`src/rtl/rf_access_ctrl.sv`:
```
// Initiator-side sequencer for REGISTER_FILE_32x32: decodes an R-type word, reads rs/rt,
// hands the operands to the ALU and writes the returned result back to rd.
module rf_access_ctrl #(
  parameter int DATA_WIDTH = 32,
  parameter int ADDR_WIDTH = 5,
  parameter int RD_LATENCY = 1
) (
  input  logic                  CLK,
  input  logic                  RST,
  input  logic                  INSTR_VALID,
  output logic                  INSTR_READY,
  input  logic [31:0]           INSTR,
  output logic                  OPND_VALID,
  input  logic                  OPND_READY,
  output logic [DATA_WIDTH-1:0] OPND_A,
  output logic [DATA_WIDTH-1:0] OPND_B,
  input  logic                  RES_VALID,
  output logic                  RES_READY,
  input  logic [DATA_WIDTH-1:0] RES_DATA,
  input  logic                  RES_WE,
  output logic [ADDR_WIDTH-1:0] RF_ADDR_R1,
  output logic [ADDR_WIDTH-1:0] RF_ADDR_R2,
  input  logic [DATA_WIDTH-1:0] RF_DATA_R1,
  input  logic [DATA_WIDTH-1:0] RF_DATA_R2,
  output logic [ADDR_WIDTH-1:0] RF_ADDR_W,
  output logic [DATA_WIDTH-1:0] RF_DATA_W,
  output logic                  RF_READ,
  output logic                  RF_WRITE,
  output logic                  BUSY
);

  typedef enum logic [2:0] {
    IDLE,
    READ,
    OPND,
    WB,
    WRITE
  } state_t;

  localparam int CNT_W = 3;
  localparam logic [CNT_W-1:0] CNT_LOAD = CNT_W'(RD_LATENCY - 1);

  state_t                state;
  state_t                state_nxt;
  logic [CNT_W-1:0]      cnt_q;
  logic [CNT_W-1:0]      cnt_nxt;
  logic [ADDR_WIDTH-1:0] rd_q;
  logic [ADDR_WIDTH-1:0] rd_nxt;
  logic [ADDR_WIDTH-1:0] addr_r1_nxt;
  logic [ADDR_WIDTH-1:0] addr_r2_nxt;
  logic [ADDR_WIDTH-1:0] addr_w_nxt;
  logic [DATA_WIDTH-1:0] opnd_a_nxt;
  logic [DATA_WIDTH-1:0] opnd_b_nxt;
  logic [DATA_WIDTH-1:0] data_w_nxt;

  // Opcode, shamt and funct fields are not this block's concern.
  logic unused_instr;
  assign unused_instr = ^{INSTR[31:26], INSTR[10:0]};

  always_comb begin
    state_nxt   = state;
    cnt_nxt     = cnt_q;
    rd_nxt      = rd_q;
    addr_r1_nxt = RF_ADDR_R1;
    addr_r2_nxt = RF_ADDR_R2;
    addr_w_nxt  = RF_ADDR_W;
    opnd_a_nxt  = OPND_A;
    opnd_b_nxt  = OPND_B;
    data_w_nxt  = RF_DATA_W;

    case (state)
      IDLE: begin
        if (INSTR_VALID) begin
          addr_r1_nxt = ADDR_WIDTH'(INSTR[25:21]);
          addr_r2_nxt = ADDR_WIDTH'(INSTR[20:16]);
          rd_nxt      = ADDR_WIDTH'(INSTR[15:11]);
          cnt_nxt     = CNT_LOAD;
          state_nxt   = READ;
        end
      end
      // The read address registers double as the latched rs/rt for the r0 check.
      READ: begin
        if (cnt_q == '0) begin
          opnd_a_nxt = (RF_ADDR_R1 == '0) ? '0 : RF_DATA_R1;
          opnd_b_nxt = (RF_ADDR_R2 == '0) ? '0 : RF_DATA_R2;
          state_nxt  = OPND;
        end else begin
          cnt_nxt = cnt_q - CNT_W'(1);
        end
      end
      OPND: begin
        if (OPND_READY) state_nxt = WB;
      end
      WB: begin
        if (RES_VALID) begin
          if (RES_WE && (rd_q != '0)) begin
            addr_w_nxt = rd_q;
            data_w_nxt = RES_DATA;
            state_nxt  = WRITE;
          end else begin
            state_nxt = IDLE;
          end
        end
      end
      WRITE:   state_nxt = IDLE;
      default: state_nxt = IDLE;
    endcase
  end

  // Strobes are decoded from the next state so every output comes straight from a flop.
  always_ff @(posedge CLK) begin
    if (RST) begin
      state       <= IDLE;
      cnt_q       <= '0;
      rd_q        <= '0;
      INSTR_READY <= 1'b1;
      OPND_VALID  <= 1'b0;
      RES_READY   <= 1'b0;
      RF_READ     <= 1'b0;
      RF_WRITE    <= 1'b0;
      BUSY        <= 1'b0;
      OPND_A      <= '0;
      OPND_B      <= '0;
      RF_ADDR_R1  <= '0;
      RF_ADDR_R2  <= '0;
      RF_ADDR_W   <= '0;
      RF_DATA_W   <= '0;
    end else begin
      state       <= state_nxt;
      cnt_q       <= cnt_nxt;
      rd_q        <= rd_nxt;
      INSTR_READY <= (state_nxt == IDLE);
      OPND_VALID  <= (state_nxt == OPND);
      RES_READY   <= (state_nxt == WB);
      RF_READ     <= (state_nxt == READ);
      RF_WRITE    <= (state_nxt == WRITE);
      BUSY        <= (state_nxt != IDLE);
      OPND_A      <= opnd_a_nxt;
      OPND_B      <= opnd_b_nxt;
      RF_ADDR_R1  <= addr_r1_nxt;
      RF_ADDR_R2  <= addr_r2_nxt;
      RF_ADDR_W   <= addr_w_nxt;
      RF_DATA_W   <= data_w_nxt;
    end
  end

endmodule
```
`config.mk`:
```
export PLATFORM = sky130hd
export DESIGN_NAME = rf_access_ctrl
export DESIGN_NICKNAME = d
export VERILOG_FILES = /design/src/rtl/rf_access_ctrl.sv
export SDC_FILE = /design/constraint.sdc
export NUM_CORES = 1
export LEC_CHECK = 0
export CORE_MARGIN = 8
export CORE_UTILIZATION = 49
export CTS_BUF_LIST = sky130_fd_sc_hd__clkbuf_2 sky130_fd_sc_hd__clkbuf_4 sky130_fd_sc_hd__clkbuf_8
export DETAILED_ROUTE_END_ITERATION = 12
export DONT_BUFFER_PORTS = 1
export PLACE_DENSITY = 0.6
export SLEW_MARGIN = 20
export SYNTH_ARGS = -nofsm -noshare
export SYNTH_HDL_FRONTEND = slang
export SYNTH_SLANG_ARGS = --single-unit
```
`constraint.sdc`:
```
create_clock -name CLK -period 2.3 [get_ports CLK]
set_input_delay 0.46 -clock CLK [delete_from_list [all_inputs] [get_ports CLK]]
set_output_delay 0.46 -clock CLK [all_outputs]
set_load 0.05 [all_outputs]
```
======== Word level (Yosys, flattened, before mapping) ========
Cells that the tools add are included.
storage, ports and cells
  register bits after elaboration ......... 128
  latch bits .............................. 0
  bits in writable memories ............... 0
  bits in read-only memories .............. 0
  bits of input ports ..................... 134
  output and inout port bits .............. 117
  word-level logic and storage cells ...... 49
  memories ................................ 0
cells by class
  add/subtract/negate cells ............... 1
  multipliers ............................. 0
  div/mod/pow operators ................... 0
  magnitude comparators ................... 0
  equal/unequal tests ..................... 9
  shift operators ......................... 0
  mux-type cells .......................... 11
  bitwise operators ....................... 0
  reduce and logical (&&, ||, !) cells .... 13
operator list
  operator             count
  $mux 32              2
  $mux 3               7
  $eq 3x2->1 const B   4
  $pmux 3 s4           1
  $logic_not 5->1      2
  $logic_not 3->1      3
  $eq 3x1->1 const B   2
  $pmux 3 s2           1
  $reduce_and 3->1     2
  $reduce_bool 5->1    1
  $ne 2x2->1 const B   2
  $reduce_and 2->1     2
  $eq 3x3->1 const B   1
  $reduce_bool 3->1    1
  $sub 3x1->3 const B  1
  $reduce_bool 2->1    1
  $logic_and 1x1->1    1

======== Longest topological paths before layout ========
Gate-level depths: netlist of run 1.
  word-level depth ........................ 6
  depth in mapped cells ................... 8
  gate-level depth less buffers ........... 6

======== Worst setup path after synthesis of run 1 ========
Ideal clock, no wire load.
  path kind ............................... register to register
  from .................................... register cnt_q[0]
  to ...................................... register OPND_A[0]
  setup time .............................. 0.132 ns
  data arrival time ....................... 1.392 ns
  required time ........................... 2.168 ns
  path slack .............................. 0.776 ns
  cell stages (with the launch flop) ...... 9
  buffers on the path ..................... 2
  clock period less this slack ............ 1.524 ns
  cells stage by stage .................... dfxtp_1 -> inv_1 -> ha_1 -> nand2b_1 -> or3_1 -> buf_2 -> buf_2 -> nand2_1 -> a21oi_1
between the ends
  cells in the longest elaborated chain, start to end .. 2
ends and longest elaborated chain
  what                        line  text
  start: declaration          45    logic [CNT_W-1:0] cnt_q;
  start signal: assignment    130   cnt_q <= cnt_nxt;
  $logic_not 3->1             83    if (cnt_q == '0) begin
  $reduce_and 2->1 (no line)  --
  end signal: assignment      138   OPND_A <= opnd_a_nxt;
  end: declaration            15    output logic [DATA_WIDTH-1:0] OPND_A,
Every way passes these cells.
A chain may end at the register's enable or synchronous reset.

======== Worst setup path in the final report of run 1 ========
  from .................................... register cnt_q[0]
  to ...................................... register OPND_A[11]
Same word-level chain as after synthesis.

==> results of run 1 <==
flip-flops by register name, indices dropped and copies added (netlist names):
signal / count
RES_READY: 1
RF_ADDR_R1: 5
state: 3
OPND_VALID: 1
RF_READ: 1
OPND_B: 32
RF_DATA_W: 32
INSTR_READY: 1
BUSY: 1
RF_ADDR_R2: 5
cnt_q: 3
RF_ADDR_W: 5
RF_WRITE: 1
rd_q: 5
OPND_A: 32
power by group through the flow:
stage / Combinational [mW] / Clock (mW) / Sequential [mW]
6_report: 0.843 / 1.97 / 2.82
5_1_grt: 0.932 / 2.14 / 2.84
4_1_cts: 0.846 / 2.03 / 2.82
3_5_place_dp: 0.843 / 0 / 2.87
3_3_place_gp: 0.819 / 0 / 2.87
2_1_floorplan: 0.687 / 0 / 2.89
worst max-delay path, delay by kind of cell (launching register included):
family | cells | cell delay, ns
and+or+nand+nor | 3 | 0.70
buffers and inverters | 2 | 0.43
DFF | 1 | 0.30
adders and majority gates | 1 | 0.20
AOI/OAI and AO/OA | 1 | 0.08
how the worst min path moves through the flow:
stage | endpoint | depth (start not counted) | slack (ns) | start
2_1_floorplan | RF_ADDR_W[1] | 2 | 0.44 | rd_q[1]
3_3_place_gp | RF_ADDR_W[0] | 2 | 0.46 | rd_q[0]
3_5_place_dp | rd_q[0] | 2 | 0.46 | rd_q[0]
4_1_cts | rd_q[1] | 1 | 0.08 | RST
5_1_grt | OPND_A[24] | 1 | 0.07 | RST
6_report | OPND_A[26] | 1 | 0.11 | RST
layer usage:
metal	share of wire, %	global-route usage [%]	vias up	routed length (um)
met4	1.9	7.97	0	251
met3	13	10.6	20	1730
met2	48	32.2	181	6450
met1	37	20.5	1854	4930
met5	0	0	-	0
li1	-	-	1957	-
cells by family (layout without fill, tap and decap cells):
| group | after synthesis | after routing | synth area share [%] |
|---|---|---|---|
| AOI/OAI and AO/OA | 159 | 159 | 17.1 |
| xor gates and xnor gates | 1 | 1 | 0.181 |
| DFF | 128 | 128 | 53.0 |
| buffers and inverters | 58 | 53 | 6.39 |
| muxes | 3 | 3 | 0.621 |
| adders and majority gates | 2 | 2 | 0.517 |
| and+or+nand+nor | 231 | 231 | 22.2 |
cell usage after synthesis (all sizes together):
| library cell | count |
|---|---|
| nand3 | 98 |
| o21ai | 37 |
| a21boi | 1 |
| and2 | 1 |
| mux2i | 3 |
| a21oi | 116 |
| or4b | 1 |
| clkbuf | 30 |
| dfxtp | 128 |
| nand2 | 104 |
| and3 | 1 |
| nand2b | 2 |
| o311a | 1 |
| nor2 | 11 |
| ha | 2 |
| inv | 5 |
| xor2 | 1 |
| or3 | 1 |
| nand3b | 1 |
| or2 | 1 |
| nor3 | 7 |
| o2111ai | 1 |
| nor4b | 1 |
| buf | 23 |
| nor4bb | 1 |
| o21bai | 1 |
| nor2b | 1 |
| a31o | 1 |
| a31oi | 1 |
final cells by class:
class                      instances  area [um2]
sequential                       128        2560
multi-input combinational        396        1970
inverter                           5        18.8
fill                             927        4410
clock inverter                     6         108
tap                              133         166
timing repair buffer              19         155
clock buffer                      23         298
cell usage in the layout, fill, tap and decap left out:
cell	Yosys	final
a21boi_0	1	1
a21oi_1	116	116
a31o_1	1	1
a31oi_1	1	1
and2_1	1	1
and3_1	1	1
buf_12	0	1
buf_4	1	18
bufinv_16	0	3
clkbuf_4	0	3
clkbuf_8	0	20
clkinv_2	0	2
clkinvlp_4	0	1
dfxtp_1	128	128
ha_1	2	2
inv_1	5	5
mux2i_1	3	3
nand2_1	104	104
nand2b_1	1	1
nand2b_4	1	1
nand3_1	98	98
nand3b_1	1	1
nor2_1	11	10
nor2_2	0	1
nor2b_1	1	1
nor3_1	6	6
nor3_4	1	1
nor4b_4	1	1
nor4bb_1	1	1
o2111ai_1	1	1
o21ai_0	26	26
o21ai_1	11	11
o21bai_1	1	1
o311a_4	1	1
or2_2	1	1
or3_2	0	1
or4b_4	1	1
xor2_1	1	1
==> impl_metrics.csv, run 1 <==
group,metric,value,unit
outcome,status,"completed",
clock_tree,numClockSinks,128,
power,switching_share,33.1,%
power,internal-power,3.77,mW
flow_run,cap_viol_max_count,0,
global_route,antenna_found_initial,0,
sta,setup_viol,0,
power,leakagePower,1.78,nW
drt,post-route-drc-count,0,
clock_tree,cts_root_buf,"clkbuf_8",
critical_path,r2r_start,"cnt_q[0]",
synthesis,synth_area,4840,um2
synthesis,synth.distinct_cells,35,
sta,period_share,81.0,%
critical_path,rrSetupSlack,0.44,ns
final_layout,post-route-util,54.5,%
critical_path,worstPathMaxFanout,64,
sta,setup_ws,0.437,ns
synthesis,synth_nets,718,
clock_tree,postCtsSetupBuffers,0,
critical_path,cp-start-kind,"register",
critical_path,crit_slowest_cell,"or3_2",
clock_tree,clk_pin_slew,0.07,ns
clock_tree,cts_inserted_buffers,17,
sta,tightest_slew,0.751,ns
critical_path,r2r-end,"OPND_A[11]",
global_route,grt.total_usage,19.6,%
critical_path,slowest_delay,0.42,ns
sta,timing.fmax,0.537,GHz
power,pwr-share-comb,15.0,%
global_route,grt_pass1_wl,20400,um
final_layout,drive_gt1_share,9.71,%
clock_tree,htree_levels,4,
floorplan,die_h,115,um
clock_tree,cts.hold.buffers_added,0,
critical_path,cp-endpoint,"OPND_A[11]",
critical_path,r2r_cells,7,
power,p_sw,1.87,mW
placement,placed_cell_area,4870,um2
placement,dp_hpwl,9130,um
sta,rsz0062_at_grt,"false",
global_route,overflow,0,
critical_path,critPathKind,"register to register",
final_layout,nNetsFinal,703,
floorplan,core,9680,um2
clock_tree,clk_latency,0.42,ns
synthesis,synth.area.top_cells,"dfxtp_1 (53%), a21oi_1 (12%), nand3_1 (10%)",
power,ir_drop,0.513,mV
drt,dr.pass1.iters,6,
drt,wirelength,13400,um
synthesis,synth_seq_cells,128,
sta,drv_slew,0,
placement,numPortBuffers,0,
synthesis,synth_area_per_cell,8.31,um2
global_route,grt_pass1_vias,3903,
final_layout,syn_to_final_growth,9.11,%
drt,vias_per_cell,5.65,
final_layout,antenna_cells,0,
clock_tree,cts.path.max_buffers,2,
sta,min_period,1.86,ns
sta,maxSlewHeadroom,49.7,%
drt,antenna_left,0,
clock_tree,cts_tree,"built",
clock_tree,ctsResizeCount,0,
power,seqPwrFrac,50.0,%
power,finalPower,5.64,mW
synthesis,ys_warn_count,0,
floorplan,fp.dieW,115,um
synthesis,synth_top_area_cell,"dfxtp_1",
final_layout,final_cells,710,
critical_path,crit_path_start,"cnt_q[0]",
sta,hold_viol,0,
drt,wl_per_cell,18.8,um
power,clockPowerShare,35.0,%
critical_path,required,2.60,ns
placement,place_ws,0.464,ns
final_layout,design_area,5280,um2
global_route,grt_max_degree,128,
critical_path,crit_arrival,2.17,ns
drt,vias,4012,
worst_hold_path,min_path_type,"input pin to register",
synthesis,seq_area_frac_synth,53.0,%
synthesis,yosys.area.top_type_share,53.0,%
synthesis,syn_inst,582,
drt,drt-initial-drc-count,414,
sta,setup_tns,0,ns
power,power_density,1070,nW/um2
sta,fin_skew,0.0106,ns
floorplan,ios,251,
sta,holdWs,0.108,ns
placement,place_congestion,0.760,
floorplan,initial_utilization,49.9,%
placement,dpl.cell_count,681,
floorplan,fp.dieArea,13300,um2
critical_path,path_cells,"inv_1 > ha_1 > nand2b_1 > or3_2 > buf_4 > nand2_1 > a21oi_1",
critical_path,crit_path_end_kind,"register",
floorplan,rows,36,
Power figures use the tool's default switching activity.
==> run 2, diff against run 1 <==
ABC_AREA = 1   (was unset)
PLACE_DENSITY = 0.62   (was 0.6)
clock period = 1.7 ns   (was 2.3 ns; I/O delays follow)
==> impl_metrics.csv, run 2 <==
group,metric,value,unit
outcome,status,"completed",
floorplan,initial_utilization,50.3,%
sta,maxSlewHeadroom,62.6,%
global_route,grt_max_degree,87,
clock_tree,cts_tree,"built",
floorplan,fp.dieArea,12900,um2
drt,vias_per_cell,5.24,
synthesis,yosysMostFrequentCell,"nor2_1",
final_layout,mostFrequentLayoutCells,"nor2_1 (136), dfxtp_1 (128), o21ai_0 (113)",
drt,antenna_left,0,
power,power_density,1570,nW/um2
final_layout,syn_to_final_growth,13.7,%
drt,wirelength,13000,um
drt,post-route-drc-count,0,
sta,timing.fmax,0.649,GHz
critical_path,crit_arrival,1.85,ns
power,leakagePower,2.09,nW
clock_tree,cts_inserted_buffers,17,
synthesis,synth_area,4650,um2
critical_path,required,2.01,ns
clock_tree,cts.path.max_buffers,2,
global_route,antenna_found_initial,0,
clock_tree,clk_latency,0.42,ns
synthesis,yosys.area.top_type_share,55.2,%
final_layout,layout_commonest_cell,"nor2_1",
global_route,overflow,0,
drt,drt-initial-drc-count,276,
sta,period_share,90.6,%
synthesis,synth.area.top_cells,"dfxtp_1 (55%), o21ai_0 (12%), nor2_1 (11%)",
drt,dr.pass1.iters,5,
clock_tree,htree_levels,4,
synthesis,async_reset_ff_share,0,%
synthesis,seq_area_frac_synth,55.2,%
drt,wl_per_cell,17.9,um
synthesis,synth_seq_cells,128,
synthesis,syn_inst,582,
clock_tree,numClockSinks,128,
global_route,grt.total_usage,19.5,%
synthesis,synth.distinct_cells,24,
synthesis,ys.flop_type,"dfxtp_1",
power,seqPwrFrac,51.4,%
critical_path,critPathKind,"register to register",
sta,hold_viol,0,
power,p_sw,2.88,mW
critical_path,worstPathMaxFanout,34,
global_route,grt_pass1_wl,19800,um
sta,min_period,1.54,ns
sta,setup_viol,0,
floorplan,core,9240,um2
synthesis,synth_area_per_cell,7.98,um2
synthesis,ys_top_cells_by_count,"nor2_1 (136), dfxtp_1 (128), o21ai_0 (113), a21oi_1 (73), nand2_1 (56)",
final_layout,nNetsFinal,718,
drt,vias,3790,
power,internal-power,5.43,mW
clock_tree,cts_root_buf,"clkbuf_8",
floorplan,fp.dieW,113,um
sta,tightest_slew,0.560,ns
synthesis,synth_edf_count,0,
sta,setup_tns,0,ns
sta,fin_skew,0.0138,ns
critical_path,cp-start-kind,"register",
floorplan,die_h,113,um
final_layout,antenna_cells,0,
critical_path,crit_path_end_kind,"register",
power,clockPowerShare,36.7,%
final_layout,drive_gt1_share,11.3,%
worst_hold_path,min_path_type,"input pin to register",
placement,numPortBuffers,0,
power,ir_drop,0.827,mV
sta,drv_slew,0,
final_layout,largestRegisters,"OPND_A x32, OPND_B x32, RF_DATA_W x32",
power,pwr-share-comb,11.9,%
power,finalPower,8.31,mW
final_layout,n_fill_cell,886,
synthesis,ys_warn_count,0,
synthesis,synth_top_area_cell,"dfxtp_1",
floorplan,ios,251,
global_route,grt_pass1_vias,3784,
placement,dp_hpwl,9350,um
flow_run,cap_viol_max_count,0,
floorplan,rows,35,
clock_tree,clk_pin_slew,0.08,ns
power,switching_share,34.7,%
sta,rsz0062_at_grt,"false",
placement,place_congestion,0.768,
clock_tree,postCtsSetupBuffers,0,
synthesis,synth_nets,718,
[run 2: cell types whose count changed after synthesis, moves of 6 or more]
cell,delta
o21ai_1,-11
a21oi_1,-43
nor2_1,+125
inv_1,+6
o21ai_0,+87
nand2_1,-48
nand3_1,-95
clkbuf_1,-9
[run 2: power groups by stage]
stage          registers, mW  logic (mW)  clock network, mW
2_1_floorplan           4.36       0.668                  0
3_3_place_gp            4.34       0.953                  0
3_5_place_dp            4.34       0.984                  0
4_1_cts                 4.28       0.993               3.11
5_1_grt                 4.30        1.12               3.23
6_report                4.27       0.990               3.05
[run 2: layer usage]
layer | share of wire, % | vias to the layer above | wire [um] | track usage [%]
li1 | - | 1913 | - | -
met1 | 36 | 1690 | 4650 | 19.4
met2 | 49 | 172 | 6330 | 33.3
met3 | 14 | 15 | 1760 | 10.7
met4 | 1.6 | 0 | 203 | 7.73
met5 | 0 | - | 0 | 0
[run 2: area by class of cell]
cell class | count | area (um2) | area share (%)
sequential | 128 | 2560 | 48.5
multi-input combinational | 399 | 1820 | 34.5
clock buffer | 19 | 262 | 4.95
clock inverter | 12 | 206 | 3.91
timing repair buffer | 22 | 205 | 3.89
tap | 129 | 161 | 3.06
inverter | 14 | 60.1 | 1.14
[run 2: through the flow]
step / worst slack, ns / utilization (%) / hold WS, ns / instance area [um2] / cells
2_1_floorplan: 0.291 / - / 0.403 / 4650 / 582
3_3_place_gp: 0.0624 / 51.9 / 0.412 / 4800 / 691
3_5_place_dp: 0.0204 / 51.9 / 0.414 / 4800 / 691
4_1_cts: 0.0536 / 57.1 / 0.0237 / 5280 / 723
5_1_grt: 0.00585 / 57.1 / 0.0285 / 5280 / 723
6_report: 0.159 / 57.1 / 0.0533 / 5280 / 723
[run 2: logic make-up after synthesis]
group | share of synthesized area [%]
and+or+nand+nor | 18.5
adders and majority gates | 0.539
buffers and inverters | 5.60
AOI/OAI and AO/OA | 20.0
DFF | 55.2
xor gates and xnor gates | 0.189
[run 2: worst paths after layout]
path	startpoint	to	slack [ns]	cells after the start
hold reg to reg	cnt_q[0]	cnt_q[0]	0.45	1
setup / recovery	rd_q[2]	RF_DATA_W[17]	0.16	6
hold / removal	RF_DATA_R1[20]	OPND_A[20]	0.05	2
setup reg to reg	rd_q[2]	RF_DATA_W[17]	0.16	6
[run 2: critical path, cell delays in order (launching register included)]
cell and delay [ns]:
dfxtp_1 0.34, nor3_1 0.21, nand2_1 0.14, nand2_4 0.23
clkinv_4 0.26, nor2_1 0.17, nor2_1 0.07
[run 2: timing repair]
item / CTS / global route
endpoints found under the setup margin: 4 / 32
hold buffers: 1 / 0
hold endpoints to repair: 10 / 0
pin swaps: 0 / 1
resized for setup: 1 / 2
